$ cat config.mk
export PLATFORM = sky130hd
export DESIGN_NAME = rf16b_clk_en
export DESIGN_NICKNAME = d
export VERILOG_FILES = /design/src/rtl/rf16b_clk_en.sv
export SDC_FILE = /design/constraint.sdc
export NUM_CORES = 1
export LEC_CHECK = 0
export CORE_AREA = 2 2 39 41
export CTS_CLUSTER_DIAMETER = 80
export DETAILED_ROUTE_END_ITERATION = 10
export DIE_AREA = 0 0 41 43
export DONT_BUFFER_PORTS = 1
export GPL_ROUTABILITY_DRIVEN = 0
export PLACE_DENSITY_LB_ADDON = 0.08
export RECOVER_POWER = 25
export SLEW_MARGIN = 25
export SYNTH_ARGS = -nofsm -noshare
export SYNTH_HDL_FRONTEND = slang
export SYNTH_SLANG_ARGS = --single-unit
$ cat constraint.sdc
create_clock -name clk_n -period 2.2 [get_ports clk_n]
set_input_delay 0.11 -clock clk_n [delete_from_list [all_inputs] [get_ports clk_n]]
set_output_delay 0.11 -clock clk_n [all_outputs]
set_load 0.005 [all_outputs]
$ cat src/rtl/rf16b_clk_en.sv
// rf16b_clk_en: WIDTH-bit register clocked on the falling edge of clk_n, with a clock enable.
//
// Ports:
//   clk_n  - sole clock, active-low; state updates on its falling edge
//   rst    - asynchronous active-high reset; forces Q to zero immediately
//   clk_en - active-high load enable, sampled on falling edges of clk_n
//   D      - WIDTH-bit data to be stored
//   Q      - WIDTH-bit stored contents, driven straight from the flops
//
// The enable is a per-bit hold/load mux in front of each flop, so the clock is never gated.
// Each bit has its own mux and flop, which keeps the bits fully independent of one another.
// Q comes straight from the flops, so there is no combinational path from D or clk_en to Q.

module rf16b_clk_en #(
  parameter int unsigned WIDTH = 16
) (
  input  logic             clk_n,
  input  logic             rst,
  input  logic             clk_en,
  input  logic [WIDTH-1:0] D,
  output logic [WIDTH-1:0] Q
);

  logic [WIDTH-1:0] reg_d;
  logic [WIDTH-1:0] reg_q;

  // Per-bit select: pass D when enabled, otherwise recirculate the stored bit.
  // When clk_en is high, the next state depends only on D. An earlier unknown value in reg_q
  // therefore cannot carry past a loading edge.
  always_comb begin
    reg_d = reg_q;
    for (int i = 0; i < int'(WIDTH); i++) begin
      reg_d[i] = clk_en ? D[i] : reg_q[i];
    end
  end

  // Falling-edge state with an asynchronous clear. Reset takes priority over any load.
  always_ff @(negedge clk_n or posedge rst) begin
    if (rst) begin
      reg_q <= '0;
    end else begin
      reg_q <= reg_d;
    end
  end

  assign Q = reg_q;

endmodule

Word-level counts from Yosys, hierarchy flattened
Cells that the tools add are included.

Word-level logic and storage cells: 1. Flip-flop bits (word level): 16. Output and inout port bits: 16. Input port bits: 19.

Logic depth before layout (Yosys ltp)
Depth in word-level cells: 0. Mapped depth: 3. Depth with buffers taken out: 1.

==> results.ini <==
[setup_path]
worstPathArrival_ns = 1.82
cp-end-kind = primary output
crit_type = reg2out
critPathLaunchType = flop
worstPathMaxFanout = 2
required_ns = 2.09

[clocking]
clock-root-buffer = clkbuf_4
clockBufferDepth = 2
cts_tree = done
clkLatencyLatePin_ns = 0.28
cts_resized = 0
postCtsSetupRepairBufs = 0
cts_htree_levels = 1
cts-buffers-inserted = 3
cts_hold_buf = 0
clkSlewWorstSetupHoldPaths_ns = 0.06
clkSinkCount = 16

[synth]
synth-seq-cells = 16
syn_avg_cell_area_um2 = 18.7
synth_xor_area_frac = 0
yosysWarningCount = 0
synth_compound_area_frac = 0
synth_top_family_by_area = multiplexers
synth-simple-area-share = 0
ys_seq_area_frac = 0.613
synthAdderAreaFrac = 0
synth_area_um2 = 653
ys_types = 6
postSynthCellCount = 35
syn_nets = 54
synthMuxAreaShare = 0.333

[power]
p_per_area_nw_per_um2 = 870
ir_worst_vdd_v = 0.000331
p_leak_nw = 0.319

[sta]
rsz0062_at_grt = false
setup_tns_ns = 0
slew_headroom = 0.612
hold_viol = 0
setup_viol = 0
slew_violations = 0
skew_ns = 0
tightest_slew_ns = 0.582
holdWs_ns = 0.487

[drt]
dr.pass1.iters = 4
wl_per_cell_um = 20.2
drtAntennaViolNets = 0
drt_iter0_drc = 6
vias_per_cell = 5.75
drc_errors = 0
num_vias = 305
wl_um = 1070

[cells_and_area]
fillers = 112
diodes = 0
drive_above_1_share = 0.541
largest_register_ffs = 16
layout.nets = 57
final_cells = 53
multi_input_area_um2 = 218
areaGrowthSynthToFinish_pct = 3.83
regArea_um2 = 400

[die]
rows = 14
fp.dieW_um = 41
fp.dieArea_um2 = 1760
ios = 35
fp.dieH_um = 43
core_area_um2 = 1380
start_util = 0.472

[place]
place_hpwl_um = 797
placed_cells = 49
portBuffers = 0

[run_status]
status = finished, final reports clean

[grt]
grt_max_degree = 17
grt.overflow.total = 0
grt_pass1_wl_um = 1720
grt_pass1_vias = 373
grt.total_usage = 0.148
grt_antenna_before_repair = 0

[run]
maxCapViolations = 0

[worst_hold_path]
hold_class = reg2reg

## cell type report
class,count,share of cell area
Clock buffer,4,0.0535
Tap cell,16,0.0295
Multi-Input combinational cell,16,0.321
Inverter,1,0.00554
Sequential cell,16,0.590
## final timing paths
path                              startpoint  depth (start not counted)  slack (ns)                 to
max reg2reg                Q[13]$_DFFE_NP0P_                          1        1.40  Q[13]$_DFFE_NP0P_
max                        Q[13]$_DFFE_NP0P_                          0        0.27              Q[13]
min reg2reg                 Q[2]$_DFFE_NP0P_                          1        0.49   Q[2]$_DFFE_NP0P_
min in group asynchronous                rst                          1        0.76   Q[3]$_DFFE_NP0P_
max in group asynchronous                rst                          1        1.04   Q[8]$_DFFE_NP0P_
min                         Q[2]$_DFFE_NP0P_                          1        0.49   Q[2]$_DFFE_NP0P_
## synth_stat cells
cell type	count	share of area
buf_12	1	0.031
buf_6	1	0.017
dfrtn_1	16	0.61
inv_1	1	0.0057
mux2_2	6	0.10
mux2_4	10	0.23
## layout by cell type, fill, tap and decap left out
cell	count
dfrtn_1	16
mux2_4	10
mux2_2	6
clkbuf_4	3
inv_1	1
clkbuf_8	1
## stage by stage
stage | setup slack (ns) | area, um^2 | power, W | utilization
finish | 0.266 | 678 | 0.000590 | 0.490
global route | 0.215 | 678 | 0.000626 | 0.490
CTS | 0.253 | 678 | 0.000599 | 0.490
detailed placement | 0.513 | 642 | 0.000408 | 0.464
global placement | 0.525 | 642 | 0.000404 | 0.464
floorplan | 0.289 | 653 | 0.000407 | -
## cell families after synthesis
logic type / after synthesis
mux: 16
buf+inv: 3
flops: 16
## report_power, final
group | switching, W | total [W] | internal (W)
clock network | 0.0000887 | 0.000189 | 0.000101
registers | 0.0000233 | 0.000351 | 0.000327
logic | 0.0000128 | 0.0000501 | 0.0000373
total | 0.000125 | 0.000590 | 0.000465
## per-layer routing
layer / global-route usage / wire [um]
met3: 0.0785 / 150
met5: 0 / 0
met2: 0.216 / 531
met1: 0.176 / 389
met4: 0.0600 / 0
(Power assumes the default switching activity.)
